### src/rtl/bnn_pkg.sv
// Shared definitions for the BNN MLP host loader.
// Holds the command byte codes, FSM state encoding, payload target
// selector and layer geometry (neuron count, nibble width).
package bnn_pkg;

  localparam int unsigned NEURONS = 4;
  localparam int unsigned NIB_W   = 4;
  localparam int unsigned OPW     = NEURONS * NIB_W;

  localparam logic [7:0] CMD_WR_W  = 8'h01;
  localparam logic [7:0] CMD_WR_B  = 8'h02;
  localparam logic [7:0] CMD_WR_IN = 8'h03;
  localparam logic [7:0] CMD_RUN   = 8'h04;

  typedef enum logic [1:0] {
    ST_IDLE,
    ST_PAYLOAD,
    ST_RUN,
    ST_RESP
  } state_t;

  typedef enum logic [1:0] {
    TGT_W,
    TGT_B,
    TGT_IN
  } target_t;

  // Number of payload bytes that follow a write command.
  function automatic logic [1:0] payload_len(input target_t t);
    logic [1:0] len;
    len = 2'd2;
    if (t == TGT_IN) len = 2'd1;
    return len;
  endfunction

endpackage

### src/rtl/bnn_mlp_host_loader.sv
// Host-side front end for the 4-neuron binary MLP layer.
// Decodes a byte-stream command protocol, holds the operand registers that
// feed the layer, runs a triggered evaluation and returns the result byte.
// Ports:
//   clk, rst                 : clock, synchronous active-high reset
//   rx_data/rx_valid/rx_ready: inbound command/payload bytes
//   tx_data/tx_valid/tx_ready: outbound response byte
//   mlp_input/weights/bias   : operand registers driving the layer
//   mlp_result               : combinational layer result
//   trigger                  : scope trigger, high during evaluation
//   busy                     : high whenever the FSM is not idle
module bnn_mlp_host_loader
  import bnn_pkg::*;
#(
  parameter int unsigned TRIG_CYCLES = 8,
  parameter logic [7:0]  ERR_BYTE    = 8'hEE
) (
  input  logic                clk,
  input  logic                rst,
  input  logic [7:0]          rx_data,
  input  logic                rx_valid,
  output logic                rx_ready,
  output logic [7:0]          tx_data,
  output logic                tx_valid,
  input  logic                tx_ready,
  output logic [NIB_W-1:0]    mlp_input,
  output logic [OPW-1:0]      mlp_weights,
  output logic [OPW-1:0]      mlp_bias,
  input  logic [NIB_W-1:0]    mlp_result,
  output logic                trigger,
  output logic                busy
);

  localparam int unsigned TCW = $clog2(TRIG_CYCLES + 1);
  localparam logic [TCW-1:0] TRIG_LAST = TCW'(TRIG_CYCLES - 1);

  state_t           state, state_n;
  target_t          target;
  logic [1:0]       byte_cnt;
  logic [1:0]       byte_cnt_sat;
  logic [OPW-1:0]   stage;
  logic [OPW-1:0]   stage_n;
  logic [TCW-1:0]   trig_cnt;
  logic             rx_fire;
  logic             last_byte;
  logic             run_done;

  // Handshake, status and next-state logic.
  always_comb begin
    rx_ready     = 1'b0;
    tx_valid     = 1'b0;
    trigger      = 1'b0;
    busy         = (state != ST_IDLE);
    state_n      = state;
    byte_cnt_sat = (byte_cnt == 2'd3) ? 2'd3 : byte_cnt + 2'd1;
    last_byte    = 1'b0;
    run_done     = 1'b0;
    stage_n      = stage;

    case (state)
      ST_IDLE:    rx_ready = ~rst;
      ST_PAYLOAD: rx_ready = ~rst;
      ST_RUN:     trigger  = 1'b1;
      ST_RESP:    tx_valid = 1'b1;
      default:    ;
    endcase

    rx_fire = rx_valid & rx_ready;

    // Two-byte payloads arrive MSB first; the first byte lands in the
    // upper half, everything else in the lower half.
    if (byte_cnt == 2'd0 && payload_len(target) == 2'd2)
      stage_n[15:8] = rx_data;
    else
      stage_n[7:0]  = rx_data;

    case (state)
      ST_IDLE: begin
        if (rx_fire) begin
          case (rx_data)
            CMD_WR_W, CMD_WR_B, CMD_WR_IN: state_n = ST_PAYLOAD;
            CMD_RUN:                       state_n = ST_RUN;
            default:                       state_n = ST_RESP;
          endcase
        end
      end
      ST_PAYLOAD: begin
        last_byte = rx_fire && (byte_cnt_sat == payload_len(target));
        if (last_byte) state_n = ST_IDLE;
      end
      ST_RUN: begin
        run_done = (trig_cnt == TRIG_LAST);
        if (run_done) state_n = ST_RESP;
      end
      ST_RESP: begin
        if (tx_ready) state_n = ST_IDLE;
      end
      default: state_n = ST_IDLE;
    endcase
  end

  always_ff @(posedge clk) begin
    if (rst) state <= ST_IDLE;
    else     state <= state_n;
  end

  // Operand registers, staging, counters and response byte.
  always_ff @(posedge clk) begin
    if (rst) begin
      target      <= TGT_W;
      byte_cnt    <= '0;
      stage       <= '0;
      trig_cnt    <= '0;
      tx_data     <= '0;
      mlp_input   <= '0;
      mlp_weights <= '0;
      mlp_bias    <= '0;
    end else begin
      case (state)
        ST_IDLE: begin
          if (rx_fire) begin
            byte_cnt <= '0;
            trig_cnt <= '0;
            case (rx_data)
              CMD_WR_W:  target <= TGT_W;
              CMD_WR_B:  target <= TGT_B;
              CMD_WR_IN: target <= TGT_IN;
              CMD_RUN:   ;
              default:   tx_data <= ERR_BYTE;
            endcase
          end
        end
        ST_PAYLOAD: begin
          if (rx_fire) begin
            stage    <= stage_n;
            byte_cnt <= byte_cnt_sat;
            // Commit uses the merged staging value so the target updates
            // atomically on the edge that accepts the final byte.
            if (last_byte) begin
              case (target)
                TGT_W:   mlp_weights <= stage_n;
                TGT_B:   mlp_bias    <= stage_n;
                TGT_IN:  mlp_input   <= stage_n[NIB_W-1:0];
                default: ;
              endcase
            end
          end
        end
        ST_RUN: begin
          if (run_done) tx_data <= {4'h0, mlp_result};
          else          trig_cnt <= trig_cnt + TCW'(1);
        end
        default: ;
      endcase
    end
  end

endmodule
### config.mk
export PLATFORM = sky130hd
export DESIGN_NAME = bnn_mlp_host_loader
export DESIGN_NICKNAME = d
export VERILOG_FILES = /design/src/rtl/bnn_pkg.sv /design/src/rtl/bnn_mlp_host_loader.sv
export SDC_FILE = /design/constraint.sdc
export NUM_CORES = 1
export LEC_CHECK = 0
export BUFFER_PORTS_ARGS = -buffer_cell sky130_fd_sc_hd__buf_2
export CAP_MARGIN = 15
export CORE_ASPECT_RATIO = 1.4
export CORE_UTILIZATION = 45
export CTS_BUF_LIST = sky130_fd_sc_hd__clkbuf_4 sky130_fd_sc_hd__clkbuf_8
export CTS_CLUSTER_SIZE = 24
export DETAILED_ROUTE_END_ITERATION = 8
export PLACE_DENSITY = 0.79
export SKIP_CTS_REPAIR_TIMING = 1
export SYNTH_ARGS = -nofsm -noshare
export SYNTH_HDL_FRONTEND = slang
export SYNTH_SLANG_ARGS = --single-unit
### constraint.sdc
create_clock -name clk -period 3.6 [get_ports clk]
set_clock_uncertainty 0.2 [all_clocks]
set_input_delay 0.36 -clock clk [delete_from_list [all_inputs] [get_ports clk]]
set_output_delay 0.36 -clock clk [all_outputs]
set_load 0.005 [all_outputs]
==> impl_metrics.json <==
{
  "cp.arrival_ns": 2.77,
  "cts_tree": "yes",
  "worst-path-max-fanout": 18,
  "timing.slew.headroom_pct": 44.7,
  "vdd_drop_max_v": 0.000252,
  "p_leak_nw": 1.53,
  "io_buffers": 62,
  "fin_crit_sh_pct": 76.0,
  "muxShareOfSynthArea_pct": 19.5,
  "core_mm2": 0.00625,
  "criticalPathCategory": "reg2reg",
  "ys_warn_count": 0,
  "critical_path.top_delay_family": "simple AND/OR/NAND/NOR gates",
  "synth_top_family_by_area": "simple AND/OR/NAND/NOR gates",
  "start_util_pct": 47.1,
  "place_hpwl_mm": 4.51,
  "synth_compound_area_share_pct": 8.03,
  "path_cells": "nand2b_1 -> ha_1 -> nand4_1 -> mux2i_1 -> nor2_1",
  "finalCriticalPeriod_ns": 2.74,
  "start_kind": "flop",
  "fin_nets": 389,
  "crit_slowest_cell": "ha_1",
  "synth.net_count": 333,
  "overflow": 0,
  "wl_per_cell_um": 14.5,
  "clock_latency_ns": 0.34,
  "postSynthCellCount": 315,
  "avgSynthCellArea_um2": 9.35,
  "num_io_pins": 64,
  "drive_gt1_share_pct": 27.7,
  "via_per_inst": 5.35,
  "track_usage_pct": 19.7,
  "cts.sink_count": 67,
  "drc": 0,
  "synth-simple-area-share_pct": 20.1,
  "ys_seq_area_share_pct": 45.6,
  "grt_pass1_wl_mm": 10.6,
  "rsz0062_at_grt": "no",
  "clockBufferDepth": 2,
  "ys_types": 45,
  "synth_top_area_share_pct": 45.6,
  "grt_max_degree": 46,
  "critPathCaptureType": "flop",
  "gp_congestion": 0.883,
  "num_rows": 34,
  "power_density_mw_per_mm2": 494,
  "final_common_cell": "dfxtp_1",
  "layout_common_cells": "dfxtp_1 (67), buf_2 (62), nor2_1 (49), nand2_1 (37), mux2i_1 (37)",
  "ant_nets": 0,
  "async_flop_share_pct": 0,
  "finalHoldViolCount": 0,
  "clk_pin_slew_worst_paths_ns": 0.07,
  "maxCapViolCount": 0,
  "first_iter_violations": 112,
  "ys.flop_type": "dfxtp_1",
  "worstPathRequired_ns": 3.63,
  "die_h_um": 97.7,
  "netlist_area_mm2": 0.00294,
  "dieWidth_um": 70.4,
  "synth_edf_count": 0,
  "hold_class": "in2reg",
  "place_inst": 432,
  "critPathBufInv": 0,
  "cts_made_buffers": 9,
  "ys_ff_latch": 67,
  "critical-path-max-stage-delay_ns": 0.73,
  "stdcell_count": 448,
  "synthAdderAreaFrac_pct": 0.850,
  "synth_area_leaders": "dfxtp_1 (46%), mux2i_1 (13%), mux2_2 (6.9%), nor2_1 (6.2%), nand2_1 (4.7%)",
  "n_antenna_cell": 0,
  "num_vias": 2395,
  "r2r_slack_ns": 0.86,
  "finalSetupViolations": 0,
  "synth_xor_area_share_pct": 1.19,
  "firstDrtPassIters": 4,
  "synth_top_area_cell": "dfxtp_1",
  "grt_pass1_vias": 2335,
  "run_status": "completed",
  "slew_viol_final": 0,
  "area_growth_pct": 18.8,
  "final.setup.tns_ns": 0,
  "antenna_found_initial": 0,
  "wirelength_mm": 6.48,
  "die_area_mm2": 0.00687,
  "max_freq_mhz": 365,
  "worst_slew_pin_slew_ns": 0.830,
  "root_buffer": "clkbuf_8",
  "htree_levels": 3
}
## cells by family (layout without fill, tap and decap cells)
logic type | Yosys count | count (layout)
other | 1 | 1
xor gates and xnor gates | 4 | 4
adders and majority gates | 2 | 2
buffers and inverters | 31 | 92
and+or+nand+nor | 118 | 118
muxes | 55 | 55
AOI/OAI and AO/OA | 37 | 37
DFF | 67 | 67
## where the power goes
part           internal (mW)  switching [mW]
clock network          0.434           0.279
logic                 0.0979           0.123
registers              0.765          0.0297
total                   1.30           0.432
## state kept, by name, indices dropped and copies added (netlist names)
register,count
trig_cnt,4
tx_data,5
stage,16
byte_cnt,2
mlp_weights,16
state,2
target,2
mlp_input,4
mlp_bias,16
## synthesized netlist by cell type (2+ instances only)
cell type / instances
a211oi_1: 2
a21oi_1: 20
a221oi_1: 3
a22oi_1: 2
and3_1: 2
buf_2: 2
buf_4: 3
clkbuf_1: 12
dfxtp_1: 67
ha_1: 2
inv_1: 12
mux2_2: 18
mux2i_1: 37
nand2_1: 37
nand2b_1: 4
nand3_1: 2
nand3b_1: 2
nor2_1: 49
nor2b_1: 6
nor3_1: 3
nor4_4: 2
o21ai_0: 3
xor2_1: 3
## worst register-to-register path, delay by kind of cell, from the launching register on
family	cells	cell delay, ns
adder cells (fa/ha/maj)	1	0.73
flip-flops	1	0.44
multiplexers	1	0.34
AND/OR/NAND/NOR	3	0.91
## final timing paths
check,startpoint,end,depth (start not counted)
setup / recovery,target[0],stage[14],5
hold / removal,mlp_result[1],tx_data[1],3
setup reg to reg,target[0],stage[14],5
hold reg to reg,mlp_weights[9],mlp_weights[9],2
## per-stage QoR
step	setup WS [ns]	total power [mW]	area [um^2]	utilization [%]	hold slack [ns]
2_1_floorplan	1.35	0.969	2940	-	0.253
5_1_grt	0.635	1.81	3500	55.9	0.0750
3_5_place_dp	0.835	1.03	3270	52.2	0.247
6_report	0.863	1.73	3500	55.9	0.0732
4_1_cts	0.819	1.75	3500	55.9	0.0534
3_3_place_gp	1.02	1.03	3270	52.2	0.243
## final cells by class
cell class              instances  area [um^2]
repair buffers                 64          325
clock buffers                  12          159
fillers                       567         2760
well taps                      72         90.1
flip-flops and latches         67         1340
multi-input cells             217         1470
clock inverters                 4         72.6
inverters                      12         45.0
## routing by layer
metal | global-route usage [%] | vias up | share of wire [%]
li1 | - | 1183 | -
met1 | 21.7 | 1131 | 41
met2 | 33.6 | 64 | 51
met3 | 7.05 | 17 | 5.6
met4 | 8.92 | 0 | 2.5
met5 | 0 | - | 0
Note: power is estimated with default switching activity, not from simulation.
